File: src/rtl/order_pkg.sv
// Shared constants and types for the UDP order parser and the order book behind it.
// Opcodes, payload byte offsets, flag-byte bit positions and the parser state encoding.
package order_pkg;

  localparam logic [7:0]  ORD_OP0 = 8'h10;
  localparam logic [7:0]  ORD_OP1 = 8'h20;
  localparam logic [23:0] DUMP_OP = 24'hF0E0D0;

  localparam logic [2:0] IDX      = 3'd2;
  localparam logic [2:0] PRICE_HI = 3'd3;
  localparam logic [2:0] PRICE_LO = 3'd4;
  localparam logic [2:0] FLAGS    = 3'd5;
  localparam logic [2:0] QTY_LO   = 3'd6;
  localparam int         ORD_LEN  = 8;
  localparam int         DUMP_LEN = 4;

  // Bit positions inside the flags byte; the order book decodes the same layout.
  localparam int SIDE_BIT   = 7;
  localparam int TRADER_BIT = 6;
  localparam int QTY_HI_MSB = 5;

  typedef enum logic [2:0] {
    IDLE  = 3'd0,
    ORDER = 3'd1,
    DUMP  = 3'd2,
    DROP  = 3'd3,
    EMIT  = 3'd4
  } state_t;

endpackage

File: src/rtl/sat_counter.sv
// Statistics counter that sticks at all-ones instead of wrapping.
module sat_counter #(
  parameter int W = 16
) (
  input  logic         clk,
  input  logic         rst,
  input  logic         inc,
  output logic [W-1:0] cnt
);

  always_ff @(posedge clk or posedge rst) begin
    if (rst)
      cnt <= '0;
    else if (inc && (cnt != '1))
      cnt <= cnt + 1'b1;
  end

endmodule

File: src/rtl/udp_order_parser.sv
// Decodes byte-wide UDP payloads into order or book-dump commands, dropping bad datagrams.
// One command per good datagram is held on a valid/ready port; input stalls while it waits.
//
// state | meaning
// IDLE  | waiting for byte 0 (opcode lead byte)
// ORDER | receiving an order datagram, bytes 1..n
// DUMP  | receiving a dump request, bytes 1..n
// DROP  | bad opcode seen, swallowing bytes to tlast
// EMIT  | command pending on m_cmd_*, input stalled
module udp_order_parser #(
  parameter logic [7:0]  ORD_OP0 = order_pkg::ORD_OP0,
  parameter logic [7:0]  ORD_OP1 = order_pkg::ORD_OP1,
  parameter logic [23:0] DUMP_OP = order_pkg::DUMP_OP,
  parameter int          CNT_W   = 16
) (
  input  logic             clk,
  input  logic             rst,
  input  logic [7:0]       s_axis_tdata,
  input  logic             s_axis_tvalid,
  output logic             s_axis_tready,
  input  logic             s_axis_tlast,
  input  logic             s_axis_tuser,
  output logic             m_cmd_valid,
  input  logic             m_cmd_ready,
  output logic             m_cmd_is_dump,
  output logic [7:0]       m_ord_index,
  output logic [15:0]      m_ord_price,
  output logic             m_ord_side,
  output logic             m_ord_trader,
  output logic [13:0]      m_ord_qty,
  output logic [CNT_W-1:0] cnt_orders,
  output logic [CNT_W-1:0] cnt_dumps,
  output logic [CNT_W-1:0] cnt_errors
);
  import order_pkg::*;

  localparam logic [2:0] ORD_LAST  = 3'(ORD_LEN - 1);
  localparam logic [2:0] DUMP_LAST = 3'(DUMP_LEN - 1);

  state_t      state, state_nxt;
  logic [2:0]  idx, idx_nxt;
  logic        beat;
  logic        order_bad, dump_bad;
  logic        err_inc, ord_inc, dump_inc;
  logic        load_ord, load_dump;
  logic [7:0]  stg_index, stg_flags, stg_qty_lo;
  logic [15:0] stg_price;

  assign beat        = s_axis_tvalid & s_axis_tready;
  assign m_cmd_valid = (state == EMIT);

  always_ff @(posedge clk or posedge rst) begin
    if (rst) begin
      state         <= IDLE;
      idx           <= '0;
      s_axis_tready <= 1'b0;
    end else begin
      state         <= state_nxt;
      idx           <= idx_nxt;
      s_axis_tready <= (state_nxt != EMIT);
    end
  end

  always_comb begin
    state_nxt = state;
    idx_nxt   = idx;
    err_inc   = 1'b0;
    ord_inc   = 1'b0;
    dump_inc  = 1'b0;
    load_ord  = 1'b0;
    load_dump = 1'b0;
    order_bad = (idx == 3'd1) && (s_axis_tdata != ORD_OP1);
    dump_bad  = ((idx == 3'd1) && (s_axis_tdata != DUMP_OP[15:8])) ||
                ((idx == 3'd2) && (s_axis_tdata != DUMP_OP[7:0]));
    if (beat) begin
      idx_nxt = (idx == 3'd7) ? idx : idx + 3'd1;
      if (s_axis_tlast)
        idx_nxt = '0;
      case (state)
        IDLE: begin
          if (s_axis_tlast)
            err_inc = 1'b1;
          else if (s_axis_tdata == ORD_OP0)
            state_nxt = ORDER;
          else if (s_axis_tdata == DUMP_OP[23:16])
            state_nxt = DUMP;
          else
            state_nxt = DROP;
        end
        ORDER: begin
          if (s_axis_tlast) begin
            if (s_axis_tuser || order_bad || (idx < ORD_LAST)) begin
              err_inc   = 1'b1;
              state_nxt = IDLE;
            end else begin
              load_ord  = 1'b1;
              state_nxt = EMIT;
            end
          end else if (order_bad) begin
            state_nxt = DROP;
          end
        end
        DUMP: begin
          if (s_axis_tlast) begin
            if (s_axis_tuser || dump_bad || (idx < DUMP_LAST)) begin
              err_inc   = 1'b1;
              state_nxt = IDLE;
            end else begin
              load_dump = 1'b1;
              state_nxt = EMIT;
            end
          end else if (dump_bad) begin
            state_nxt = DROP;
          end
        end
        DROP: begin
          if (s_axis_tlast) begin
            err_inc   = 1'b1;
            state_nxt = IDLE;
          end
        end
        default: ;
      endcase
    end
    if ((state == EMIT) && m_cmd_ready) begin
      state_nxt = IDLE;
      ord_inc   = ~m_cmd_is_dump;
      dump_inc  = m_cmd_is_dump;
    end
  end

  // Order bytes are staged and only published once the whole datagram proves good,
  // so dumps and dropped orders leave the last emitted order fields intact.
  always_ff @(posedge clk or posedge rst) begin
    if (rst) begin
      stg_index  <= '0;
      stg_price  <= '0;
      stg_flags  <= '0;
      stg_qty_lo <= '0;
    end else if (beat && (state == ORDER)) begin
      case (idx)
        IDX:      stg_index        <= s_axis_tdata;
        PRICE_HI: stg_price[15:8]  <= s_axis_tdata;
        PRICE_LO: stg_price[7:0]   <= s_axis_tdata;
        FLAGS:    stg_flags        <= s_axis_tdata;
        QTY_LO:   stg_qty_lo       <= s_axis_tdata;
        default: ;
      endcase
    end
  end

  always_ff @(posedge clk or posedge rst) begin
    if (rst) begin
      m_cmd_is_dump <= 1'b0;
      m_ord_index   <= '0;
      m_ord_price   <= '0;
      m_ord_side    <= 1'b0;
      m_ord_trader  <= 1'b0;
      m_ord_qty     <= '0;
    end else begin
      if (load_ord || load_dump)
        m_cmd_is_dump <= load_dump;
      if (load_ord) begin
        m_ord_index  <= stg_index;
        m_ord_price  <= stg_price;
        m_ord_side   <= stg_flags[SIDE_BIT];
        m_ord_trader <= stg_flags[TRADER_BIT];
        m_ord_qty    <= {stg_flags[QTY_HI_MSB:0], stg_qty_lo};
      end
    end
  end

  sat_counter #(.W(CNT_W)) u_cnt_orders (.clk(clk), .rst(rst), .inc(ord_inc),  .cnt(cnt_orders));
  sat_counter #(.W(CNT_W)) u_cnt_dumps  (.clk(clk), .rst(rst), .inc(dump_inc), .cnt(cnt_dumps));
  sat_counter #(.W(CNT_W)) u_cnt_errors (.clk(clk), .rst(rst), .inc(err_inc),  .cnt(cnt_errors));

endmodule

File: config.mk
export PLATFORM = sky130hd
export DESIGN_NAME = udp_order_parser
export DESIGN_NICKNAME = d
export VERILOG_FILES = /design/src/rtl/order_pkg.sv /design/src/rtl/sat_counter.sv /design/src/rtl/udp_order_parser.sv
export SDC_FILE = /design/constraint.sdc
export NUM_CORES = 1
export LEC_CHECK = 0
export ABC_AREA = 1
export ABC_CLOCK_PERIOD_IN_PS = 8500
export CORE_ASPECT_RATIO = 0.7
export CORE_UTILIZATION = 47
export CTS_BUF_LIST = sky130_fd_sc_hd__clkbuf_4 sky130_fd_sc_hd__clkbuf_8 sky130_fd_sc_hd__clkbuf_16
export CTS_CLUSTER_SIZE = 20
export DETAILED_ROUTE_END_ITERATION = 16
export GPL_TIMING_DRIVEN = 0
export PLACE_DENSITY = 0.72
export SKIP_LAST_GASP = 1
export SYNTH_ARGS = -nofsm -noshare
export SYNTH_HDL_FRONTEND = slang
export SYNTH_SLANG_ARGS = --single-unit
File: constraint.sdc
create_clock -name clk -period 8.5 [get_ports clk]
set_input_delay 1.7 -clock clk [delete_from_list [all_inputs] [get_ports clk]]
set_output_delay 1.7 -clock clk [all_outputs]
set_load 0.05 [all_outputs]
Yosys cells after proc, flatten, opt, wreduce, memory -nomap -nowiden. Cells that the tools add are included.

Flip-flop bits (word level): 136. Input bits: 14. Output and inout port bits: 91. Logic and storage cells: 100.

$add $sub $neg: 4. Order comparisons: 2. Equality and inequality tests: 21. Mux-type cells: 32. Bitwise gates (word level): 2. Reductions and logical operators: 22.

Operator list (count): $add 16x1->16 const B (3); $ne 16x16->1 const B (3); $mux 3 (12); $mux 1 (17); $ne 8x8->1 const B (2); $eq 3x3->1 const B (5); $eq 3x2->1 const B (4); $pmux 3 s4 (1); $reduce_and 2->1 (6); $eq 8x5->1 const B (1); $eq 8x8->1 const B (1); $logic_and 1x1->1 (8); $ne 8x6->1 const B (1); $eq 3x1->1 const B (2); $logic_or 1x1->1 (6); $add 3x1->3 const B (1); $logic_not 3->1 (1); $lt 3x2->1 const B (1); $lt 3x3->1 const B (1); $ne 3x3->1 const B (1); $pmux 1 s3 (1); $mux 2 (1); $ne 2x2->1 const B (1); $reduce_or 2->1 (1); other kinds (2) (2).

Logic depth before layout (Yosys ltp). Gate-level depths: netlist of run 1.

Depth after elaboration: 11. Mapped depth: 14. Gate-level depth less buffers: 13.

Cells and area by module. A second synthesis of run 1 with hierarchy kept.

Cell total of the unflattened synthesis: 871. Area total of the unflattened synthesis: 6924.1 um^2.

By module, submodules not included: udp_order_parser (instances 1, cells an instance 421, area an instance 3714.8 um^2, seq. area each 2202.1 um^2); sat_counter (instances 3, cells an instance 150, area an instance 1069.8 um^2, seq. area each 400.4 um^2).

Least setup slack after synthesis of run 1. No wires, ideal clock.

Path type: in2reg. Start point: input s_axis_tvalid. End point: register u_cnt_errors.cnt[5]. Setup time: 0.120 ns. Arrival: 2.716 ns. Required time: 8.380 ns. Setup slack: 5.664 ns. Stages: 8. Buffers on the path: 1. Cells stage by stage: nand2_1 -> nor2_1 -> inv_1 -> nor2_2 -> nand3_4 -> buf_8 -> nand2_1 -> nand2_1.

Word-level cells in the longest chain between the ends: 3.

Ends and longest elaborated chain: start, declared (line udp_order_parser.sv:19) `input logic s_axis_tvalid,`; $and 1x1->1 (line udp_order_parser.sv:49) `assign beat = s_axis_tvalid & s_axis_tready;`; $mux 1 (line udp_order_parser.sv:75) `if (beat) begin`; $logic_and 1x1->1 (line sat_counter.sv:14) `else if (inc && (cnt != '1))`; end signal, assigned (line sat_counter.sv:15) `cnt <= cnt + 1'b1;`; end, declared (line sat_counter.sv:8) `output logic [W-1:0] cnt`.

No other way between the ends. A chain may end at the register's enable or synchronous reset.

Worst setup path in the final report of run 1.
Start point: register state[0]. End point: output m_cmd_valid.

Word-level cells in the longest chain between the ends: 1.

Ends and longest elaborated chain: start, declared (line udp_order_parser.sv:40) `state_t state, state_nxt;`; start signal, assigned (line udp_order_parser.sv:58) `state <= state_nxt;`; $eq 3x3->1 (line udp_order_parser.sv:50) `assign m_cmd_valid = (state == EMIT);`; end, declared (line udp_order_parser.sv:23) `output logic m_cmd_valid,`.

No other way between the ends.

==> results of run 1 <==
==> how the worst min path moves through the flow <==
stage / start / endpoint
after floorplan: stg_index[0] / m_ord_index[0]
after global placement: stg_qty_lo[6] / m_ord_qty[6]
after detailed placement: stg_price[15] / m_ord_price[15]
after CTS: stg_price[15] / m_ord_price[15]
after global routing: m_ord_index[0] / m_ord_index[0]
final: stg_index[7] / m_ord_index[7]
==> sequential cells by signal, indices dropped and copies added (netlist names) <==
name and cells:
u_cnt_dumps.cnt 16, s_axis_tready 1, m_ord_price 16, stg_index 8, m_ord_side 1, m_ord_trader 1
idx 3, m_ord_qty 14, m_cmd_is_dump 1, stg_flags 8, u_cnt_orders.cnt 16, m_ord_index 8
state 3, stg_qty_lo 8, stg_price 16, u_cnt_errors.cnt 16
==> worst max-delay path: stages, from the launching register on <==
cell             delay, ns
dfrtp_1               0.42
nor3_2                0.22
clkdlybuf4s50_1       0.86
==> cells by family (layout without fill, tap and decap cells) <==
group | after synthesis | after routing
xor gates and xnor gates | 35 | 35
AOI/OAI and AO/OA | 67 | 67
buffers and inverters | 79 | 216
adders and majority gates | 8 | 8
DFF | 136 | 136
and+or+nand+nor | 463 | 463
==> cell usage after synthesis <==
master	instances
nand3_1	36
inv_2	1
clkbuf_1	13
nor2_1	58
o21ai_0	60
nor2_2	5
nand2_2	1
nor3_2	1
nand3b_1	3
buf_8	1
inv_1	56
dfrtp_1	136
nand4_4	1
xor2_1	24
nor3_1	10
nor4_1	1
nand4_1	23
a21boi_0	2
nand2_1	323
xnor2_1	11
ha_1	8
nand3_4	1
a21oi_1	5
buf_2	8
==> area by class of cell <==
cell class,count,area share (%)
sequential,136,41.07
multi-input combinational,573,32.18
timing repair buffer,105,12.89
clock buffer,18,5.224
tap,185,2.793
inverter,57,2.642
clock inverter,14,1.948
buffer,22,1.253
==> power by group through the flow <==
stage | clock network [mW] | logic [mW] | registers, mW
final | 0.740 | 0.447 | 0.850
after global routing | 0.783 | 0.497 | 0.865
after CTS | 0.749 | 0.449 | 0.847
after detailed placement | 0 | 0.445 | 0.855
after global placement | 0 | 0.437 | 0.855
after floorplan | 0 | 0.225 | 0.932
==> through the flow <==
step                power [mW]  area [um2]
global route             2.144        8287
floorplan                1.157        6387
detailed placement       1.301        7692
global placement         1.292        7660
CTS                      2.045        8287
finish                   2.037        8287
==> routing by layer <==
layer  wire length [um]  track usage [%]  vias up
li1                   -                -     2757
met1               8129            36.78     2597
met2               6508            34.01      154
met3                868            5.537       11
met4                100            5.518        0
met5                  0                0        -
==> key figures, run 1 <==
Power
  • Leakage power: 4.045 nW
  • Power Dens Cells: 245.8 nW/um2
  • Peak VDD IR: 0.1710 mV
  • P_sw: 0.6873 mW
  • Switching part of the total: 33.75%
  • Seq pwr share: 41.7%
  • Internal: 1.349 mW
  • Clock power share: 36.3%
  • Comb pwr share: 22.0%

Synth
  • Simple-Gate Fraction of Synth Area: 30.05%
  • Sequential fraction of the synthesis area: 53.28%
  • Gate Count Post-Synth: 788
  • Synthesized area per cell: 8.106 um2
  • Post-Synthesis Net Count: 810
  • Synth top area cells: dfrtp_1 53%, nand2_1 19%, o21ai_0 4.7%, nor2_1 3.4%, inv_1 3.3%
  • Post-Synth Adder-Cell Area: 1.567%
  • Synth Area in XOR/XNOR: 4.799%
  • Yosys warnings: 0
  • Netlist cell types: 24
  • Synth Area in Compound Gates: 5.328%
  • Netlist Area Pre-Place: 6387 um2
  • Register bit count reported by yosys: 136
  • Mux share of post-synthesis cell area: 0%
  • Top cell type's share of synthesized area: 53.28%
  • Main combinational cell family by area after synthesis: simple AND/OR/NAND/NOR gates
  • Yosys top cell by area: dfrtp_1

Critical path
  • RR Startpoint: u_cnt_errors.cnt[0]
  • CP arrival: 1.90 ns
  • CP max FO: 5
  • Setup CP Type: reg -> out
  • Worst reg2reg endpoint: u_cnt_errors.cnt[0]
  • Critical Path Start: state[0]
  • Setup slack, reg-to-reg: 6.46 ns
  • Critical Path End Type: primary output
  • CP Launch Type: register
  • CP Capture Point: m_cmd_valid
  • CP Data Required Time: 6.80 ns
  • Reg2Reg Depth: 9

Place
  • Pre-CTS WS: 4.928 ns
  • HPWL after DPL: 10,950 um
  • IO Port Bufs: 104
  • Cell Count Post-Placement: 1,078
  • Gpl congestion: 0.9265

Run
  • Max cap viols: 0

Routing
  • Via count: 5,519
  • WL final: 15,610 um
  • TritonRoute pass-1 iters: 5
  • Residual DRC: 0
  • Routed length per instance: 14.06 um
  • Post-route ant nets: 0
  • DR vias/cell: 4.972
  • DRT iter0 DRCs: 397

Timing
  • Hold_ws: 0.4692 ns
  • Worst-margin pin slew: 0.6704 ns
  • Setup TNS: 0 ns
  • Tmin final: 3.604 ns
  • Final count of pins violating max slew: 0
  • Max Clk Rate: 0.2775 GHz
  • RSZ-0062 raised after global routing: false
  • Worst setup margin: 4.896 ns
  • Rel. slew slack: 55.31%
  • Fin. Hold Viols: 0
  • Tcrit/Tclk final: 42.40%
  • Final Skew: 0.01147 ns
  • Final setup fails: 0

Status
  • Status: completed

Die
  • Die Wd: 141.3 um
  • Core box area: 13,230 um2
  • # IOs: 105
  • Initial Util: 48.30%
  • Die height: 99.54 um
  • Die area: 14,070 um2
  • Row count: 35

Clocking
  • Sink Count: 136
  • Post-cts sizing count: 0
  • Maximum buffer depth of the clock tree: 2
  • Clock latency on the worst-skew pair: 0.41 ns
  • CTS Buf Count: 17
  • Root Driver: clkbuf_16
  • CTS clk-pin slew, worst paths: 0.06 ns
  • Hold_buf cts: 0
  • CTS tree: built
  • H-Tree Depth: 4
  • Post-CTS setup buffers: 0

Finish
  • Commonest non-fill, non-tap cell in the layout: nand2_1
  • Share of cells above drive strength 1: 5.730%
  • Most frequent cells in the layout: 323 x nand2_1, 136 x dfrtp_1, 104 x clkdlybuf4s50_1, 60 x o21ai_0, 58 x nor2_1
  • Area added between synthesis and finish: 29.74%
  • Nets@finish: 934
  • Area of the multi-input gates: 2666 um2
  • Final Core Density: 62.66%
  • N_diodes: 0
  • Register area: 3403 um2
  • Final non-filler cell total: 1,110
  • Fill cells: 1,197

GRT
  • Vias in the first global route: 5,182
  • Largest net degree at the start of global routing: 75
  • Total grt overflow: 0
  • Number of antenna violations at the first check in global routing: 0
  • Global-route wire length before repair: 26,250 um
  • All-Layer GR Usage: 23.95%

Worst hold path
  • Hold Path Class: reg -> reg
  • Hold depth: 2
No activity file was read; power rests on OpenSTA's default activity.
==> run 2, diff against run 1 <==
- ABC_CLOCK_PERIOD_IN_PS: 8500 -> 3400
- clock period: 8.5 -> 3.4 ns (I/O delays scaled with it)
==> run 2 against run 1 <==
Net effect: flip-flop and latch count is the same; die area is the same; register-to-register slack lost 5.1 ns; critical path depth is the same; combinational power grew to 2.5 times the previous value; hold slack gained 0.0034 ns; final area grew 0.26%; critical path type unchanged; largest cell class unchanged; largest power group unchanged.
==> key figures, run 2 (same netlist as run 1, synthesis figures left out) <==
Status
  • Status: completed (unchanged)

Critical path
  • Critical Path End Type: primary output (unchanged)
  • Setup slack, reg-to-reg: 1.38 ns (was 6.46 ns)
  • CP Launch Type: register (unchanged)
  • Family with the most delay on the worst path: buffers and inverters (unchanged)
  • CP arrival: 1.93 ns (was 1.90 ns)
  • Critical path, cell by cell: nor3_2, clkdlybuf4s50_1 (unchanged)
  • CP Data Required Time: 2.72 ns (was 6.80 ns)
  • Largest stage delay, worst path: 0.84 ns (was 0.86 ns)
  • Setup CP Type: reg -> out (unchanged)
  • CP max FO: 5 (unchanged)
  • Bufs and invs on worst path: 1 (unchanged)
  • Slowest cell on the critical path: clkdlybuf4s50_1 (unchanged)

Clocking
  • Post-cts sizing count: 0 (unchanged)
  • Hold_buf cts: 0 (unchanged)
  • CTS Buf Count: 17 (unchanged)
  • CTS clk-pin slew, worst paths: 0.06 ns (about the same)
  • Maximum buffer depth of the clock tree: 2 (unchanged)
  • Clock latency on the worst-skew pair: 0.41 ns (about the same)
  • Sink Count: 136 (unchanged)
  • CTS tree: built (unchanged)
  • Root Driver: clkbuf_16 (unchanged)
  • Post-CTS setup buffers: 0 (unchanged)
  • H-Tree Depth: 4 (unchanged)

Finish
  • Fin area: 8308 um2 (was 8287 um2)
  • Area added between synthesis and finish: 30.07% (was 29.74%)
  • Nets@finish: 936 (was 934)
  • Register area: 3403 um2 (unchanged)
  • Most frequent cells in the layout: 323 x nand2_1, 136 x dfrtp_1, 104 x clkdlybuf4s50_1, 60 x o21ai_0, 58 x nor2_1 (unchanged)
  • Commonest non-fill, non-tap cell in the layout: nand2_1 (unchanged)
  • Final non-filler cell total: 1,112 (was 1,110)
  • Area of the multi-input gates: 2666 um2 (unchanged)
  • N_diodes: 0 (unchanged)
  • Fill cells: 1,181 (was 1,197)
  • Share of cells above drive strength 1: 5.933% (was 5.730%)

Die
  • Die area: 14,070 um2 (unchanged)
  • Initial Util: 48.30% (unchanged)
  • Die Wd: 141.3 um (unchanged)
  • Core box area: 13,230 um2 (unchanged)
  • Die height: 99.54 um (unchanged)
  • Row count: 35 (unchanged)
  • # IOs: 105 (unchanged)

Routing
  • Residual DRC: 0 (unchanged)
  • WL final: 15,580 um (was 15,610 um)
  • Routed length per instance: 14.01 um (was 14.06 um)
  • DR vias/cell: 5.043 (was 4.972)
  • Via count: 5,608 (was 5,519)
  • Post-route ant nets: 0 (unchanged)
  • TritonRoute pass-1 iters: 5 (unchanged)
  • DRT iter0 DRCs: 379 (was 397)

Timing
  • Final count of pins violating max slew: 0 (unchanged)
  • Final setup fails: 0 (unchanged)
  • Fin. Hold Viols: 0 (unchanged)
  • Max Clk Rate: 0.3832 GHz
  • RSZ-0062 raised after global routing: false (unchanged)
  • Tcrit/Tclk final: 76.75%
  • Rel. slew slack: 59.21% (was 55.31%)
  • Worst-margin pin slew: 0.6118 ns (was 0.6704 ns)
  • Final Skew: 0.01029 ns (was 0.01147 ns)
  • Tmin final: 2.610 ns

GRT
  • Largest net degree at the start of global routing: 43 (was 75)
  • Total grt overflow: 0 (unchanged)
  • Number of antenna violations at the first check in global routing: 0 (unchanged)
  • Vias in the first global route: 5,256 (was 5,182)
  • All-Layer GR Usage: 24.12% (was 23.95%)
  • Global-route wire length before repair: 26,280 um (was 26,250 um)

Power
  • Power Dens Cells: 608.2 nW/um2 (was 245.8 nW/um2)
  • Leakage power: 4.052 nW (was 4.045 nW)
  • Peak VDD IR: 0.3879 mV (was 0.1710 mV)

Run
  • Max cap viols: 0 (unchanged)

Worst hold path
  • Hold Path Class: reg -> reg (unchanged)

Place
  • Cell Count Post-Placement: 1,080 (was 1,078)
  • IO Port Bufs: 104 (unchanged)
  • HPWL after DPL: 11,160 um (was 10,950 um)
  • Gpl congestion: 0.9112 (was 0.9265)
  • Placed cell areas: 7724 um2 (was 7692 um2)
## run 2: cell type report
cell class / instances / share of cell area (%)
buffer: 22 / 1.250
clock buffer: 18 / 5.211
clock inverter: 14 / 1.822
inverter: 57 / 2.620
multi-input combinational: 573 / 32.09
sequential: 136 / 40.96
tap: 185 / 2.786
timing repair buffer: 107 / 13.25
## run 2: path summary, 6_finish.rpt
| check | start | endpoint | depth (start not counted) |
|---|---|---|---|
| min in group asynchronous | rst | u_cnt_dumps.cnt[5] | 2 |
| hold reg to reg | stg_index[6] | m_ord_index[6] | 2 |
| hold / removal | stg_index[6] | m_ord_index[6] | 2 |
| setup reg to reg | u_cnt_errors.cnt[0] | u_cnt_errors.cnt[1] | 9 |
| setup / recovery | state[0] | m_cmd_valid | 2 |
| max in group asynchronous | rst | m_ord_index[2] | 4 |
## run 2: worst register-to-register path: cells and delay by family (launching register included)
family | cells | cell delay, ns
and+or+nand+nor | 6 | 0.89
DFF | 1 | 0.43
adders and majority gates | 1 | 0.25
buffers and inverters | 2 | 0.33
## run 2: through the flow
step	power (mW)	TNS [ns]	hold WS [ns]	setup WS [ns]	util, %
floorplan	2.894	0	0.4422	1.027	-
global placement	3.228	-25.11	0.4524	-0.1923	57.95
global route	5.341	0	0.4924	0.7201	62.82
detailed placement	3.265	0	0.4535	0.8524	58.40
CTS	5.076	0	0.4694	0.7761	62.82
finish	5.053	0	0.4726	0.7905	62.82
## run 2: per-layer routing
metal / share of wire, % / routed length [um] / up-vias / track usage [%]
met5: 0 / 0 / - / 0
met4: 1.2 / 187 / 0 / 7.525
met3: 6.6 / 1025 / 17 / 4.911
met2: 41 / 6424 / 186 / 33.63
met1: 51 / 7941 / 2657 / 37.32
li1: - / - / 2748 / -
## run 2: power breakdown
part / internal [mW] / switching [mW]
clock network: 1.09 / 0.712
registers: 1.89 / 0.236
logic: 0.380 / 0.745
==> run 3, diff against run 2 <==
- ABC_CLOCK_PERIOD_IN_PS: 3400 -> 2400
- PLACE_DENSITY: 0.72 -> 0.75
- clock period: 3.4 -> 2.4 ns (I/O delays scaled with it)
==> run 3 against run 2 <==
Net effect: utilization grew 0.057 points; wire length shrank 2.1%; combinational power grew 42%; power grew 42%; register-to-register slack lost 0.99 ns; final cell count is the same; final area is essentially flat; die area is the same; non-clock buffer count is the same; worst setup slack lost 0.67 ns; global-route usage shrank 0.75 points; hold slack lost 0.013 ns.
==> key figures, run 3 (same netlist as run 1, synthesis figures left out) <==
Clocking
  • Maximum buffer depth of the clock tree: 2 (unchanged)
  • H-Tree Depth: 4 (unchanged)
  • CTS clk-pin slew, worst paths: 0.06 ns (about the same)
  • Sink Count: 136 (unchanged)
  • Hold_buf cts: 0 (unchanged)
  • CTS Buf Count: 17 (unchanged)
  • Root Driver: clkbuf_16 (unchanged)
  • Clock latency on the worst-skew pair: 0.41 ns (about the same)
  • CTS tree: built (unchanged)

Finish
  • Most frequent cells in the layout: 323 x nand2_1, 136 x dfrtp_1, 103 x clkdlybuf4s50_1, 60 x o21ai_0, 58 x nor2_1 (was 323 x nand2_1, 136 x dfrtp_1, 104 x clkdlybuf4s50_1, 60 x o21ai_0, 58 x nor2_1)
  • Final non-filler cell total: 1,112 (unchanged)
  • Share of cells above drive strength 1: 5.933% (unchanged)
  • Area of the multi-input gates: 2666 um2 (unchanged)
  • N_diodes: 0 (unchanged)
  • Area added between synthesis and finish: 30.19% (was 30.07%)
  • Register area: 3403 um2 (unchanged)
  • Nets@finish: 936 (unchanged)
  • Commonest non-fill, non-tap cell in the layout: nand2_1 (unchanged)
  • Fill cells: 1,172 (was 1,181)

Timing
  • Tcrit/Tclk final: 94.89%
  • Final Skew: 0.01076 ns (was 0.01029 ns)
  • Fin. Hold Viols: 0 (unchanged)
  • Final setup fails: 0 (unchanged)
  • Worst-margin pin slew: 0.6355 ns (was 0.6118 ns)
  • Hold_ws: 0.4594 ns (was 0.4726 ns)
  • RSZ-0062 raised after global routing: false (unchanged)
  • Rel. slew slack: 57.54% (was 59.21%)
  • Tmin final: 2.277 ns
  • Final count of pins violating max slew: 0 (unchanged)
  • Max Clk Rate: 0.4391 GHz

Routing
  • Routed length per instance: 13.71 um (was 14.01 um)
  • DR vias/cell: 4.989 (was 5.043)
  • DRT iter0 DRCs: 296 (was 379)
  • WL final: 15,250 um (was 15,580 um)
  • TritonRoute pass-1 iters: 5 (unchanged)
  • Via count: 5,548 (was 5,608)
  • Post-route ant nets: 0 (unchanged)
  • Residual DRC: 0 (unchanged)

Critical path
  • CP Data Required Time: 1.92 ns (was 2.72 ns)
  • Critical Path End Type: primary output (unchanged)
  • Critical path, cell by cell: clkdlybuf4s50_1 (was nor3_2, clkdlybuf4s50_1)
  • Largest stage delay, worst path: 0.87 ns (was 0.84 ns)
  • CP arrival: 1.80 ns (was 1.93 ns)
  • Setup CP Type: reg -> out (unchanged)
  • CP Launch Type: register (unchanged)
  • Bufs and invs on worst path: 1 (unchanged)
  • Family with the most delay on the worst path: buffers and inverters (unchanged)
  • Slowest cell on the critical path: clkdlybuf4s50_1 (unchanged)
  • CP max FO: 7 (was 5)

GRT
  • Total grt overflow: 0 (unchanged)
  • Number of antenna violations at the first check in global routing: 0 (unchanged)
  • Vias in the first global route: 5,329 (was 5,256)
  • All-Layer GR Usage: 23.37% (was 24.12%)
  • Largest net degree at the start of global routing: 41 (was 43)
  • Global-route wire length before repair: 25,850 um (was 26,280 um)

Worst hold path
  • Hold Path Class: reg -> reg (unchanged)

Power
  • Peak VDD IR: 0.6345 mV (was 0.3879 mV)
  • Total power: 7.170 mW (was 5.053 mW)
  • Power Dens Cells: 862.2 nW/um2 (was 608.2 nW/um2)
  • Leakage power: 4.060 nW (was 4.052 nW)

Die
  • Die height: 99.54 um (unchanged)
  • Core box area: 13,230 um2 (unchanged)
  • Row count: 35 (unchanged)
  • Die area: 14,070 um2 (unchanged)
  • Die Wd: 141.3 um (unchanged)
  • Initial Util: 48.30% (unchanged)
  • # IOs: 105 (unchanged)

Status
  • Status: completed (unchanged)

Run
  • Max cap viols: 0 (unchanged)

Place
  • IO Port Bufs: 104 (unchanged)
  • HPWL after DPL: 11,080 um (was 11,160 um)
  • Cell Count Post-Placement: 1,080 (unchanged)
  • Gpl congestion: 0.9419 (was 0.9112)
## run 3: cell count changes in the layout (fill, tap and decap cells not counted), sizes merged
cell and change:
inv +2, clkinv -3, clkdlybuf4s50 -1, clkbuf +1, dlygate4sd2 +1
## run 3: layout make-up
cell class                 count  share of cell area [%]
buffer                        22                   1.249
clock buffer                  19                   5.372
clock inverter                13                   1.760
inverter                      57                   2.618
multi-input combinational    573                   32.06
sequential                   136                   40.93
tap                          185                   2.784
timing repair buffer         107                   13.23
## run 3: repair_timing
action	CTS	global route
buffers inserted	0	0
setup endpoints to repair	1	0
gates resized for setup	1	0
## run 3: power breakdown
group          total [mW]  switching (mW)  internal (mW)  leakage, nW
logic                1.59            1.05          0.535         1.95
registers            3.01           0.330           2.68         1.83
clock network        2.58           0.998           1.58        0.288
total                7.17            2.38           4.79         4.06
## run 3: final timing paths
path                                      start             endpoint  slack, ns  cells past startpoint
setup reg to reg            u_cnt_errors.cnt[0]  u_cnt_errors.cnt[8]       0.39                      9
setup / recovery           u_cnt_errors.cnt[10]       cnt_errors[10]       0.12                      1
hold reg to reg                   stg_price[12]      m_ord_price[12]       0.46                      2
hold / removal                    stg_price[12]      m_ord_price[12]       0.46                      2
min in group asynchronous                   rst       m_ord_price[0]       0.50                      2
max in group asynchronous                   rst         stg_index[2]       1.02                      4
## run 3: through the flow
step                      setup WS [ns]  TNS, ns  util, %  instance area [um2]
after floorplan                  0.2269        0        -                 6391
after global placement           -1.002  -134.37    57.95                 7664
after detailed placement        0.05137        0    58.40                 7724
after CTS                        0.1124        0    62.88                 8315
after global routing            0.05920        0    62.88                 8315
final                            0.1227        0    62.88                 8315
## run 3: layer usage
metal	wire length, um	part of all wire (%)	GRT usage (%)	vias up
met2	6594	43	34.27	161
met4	180	1.2	6.605	0
li1	-	-	-	2763
met3	842	5.5	4.911	16
met1	7633	50	34.85	2608
met5	0	0	0	-
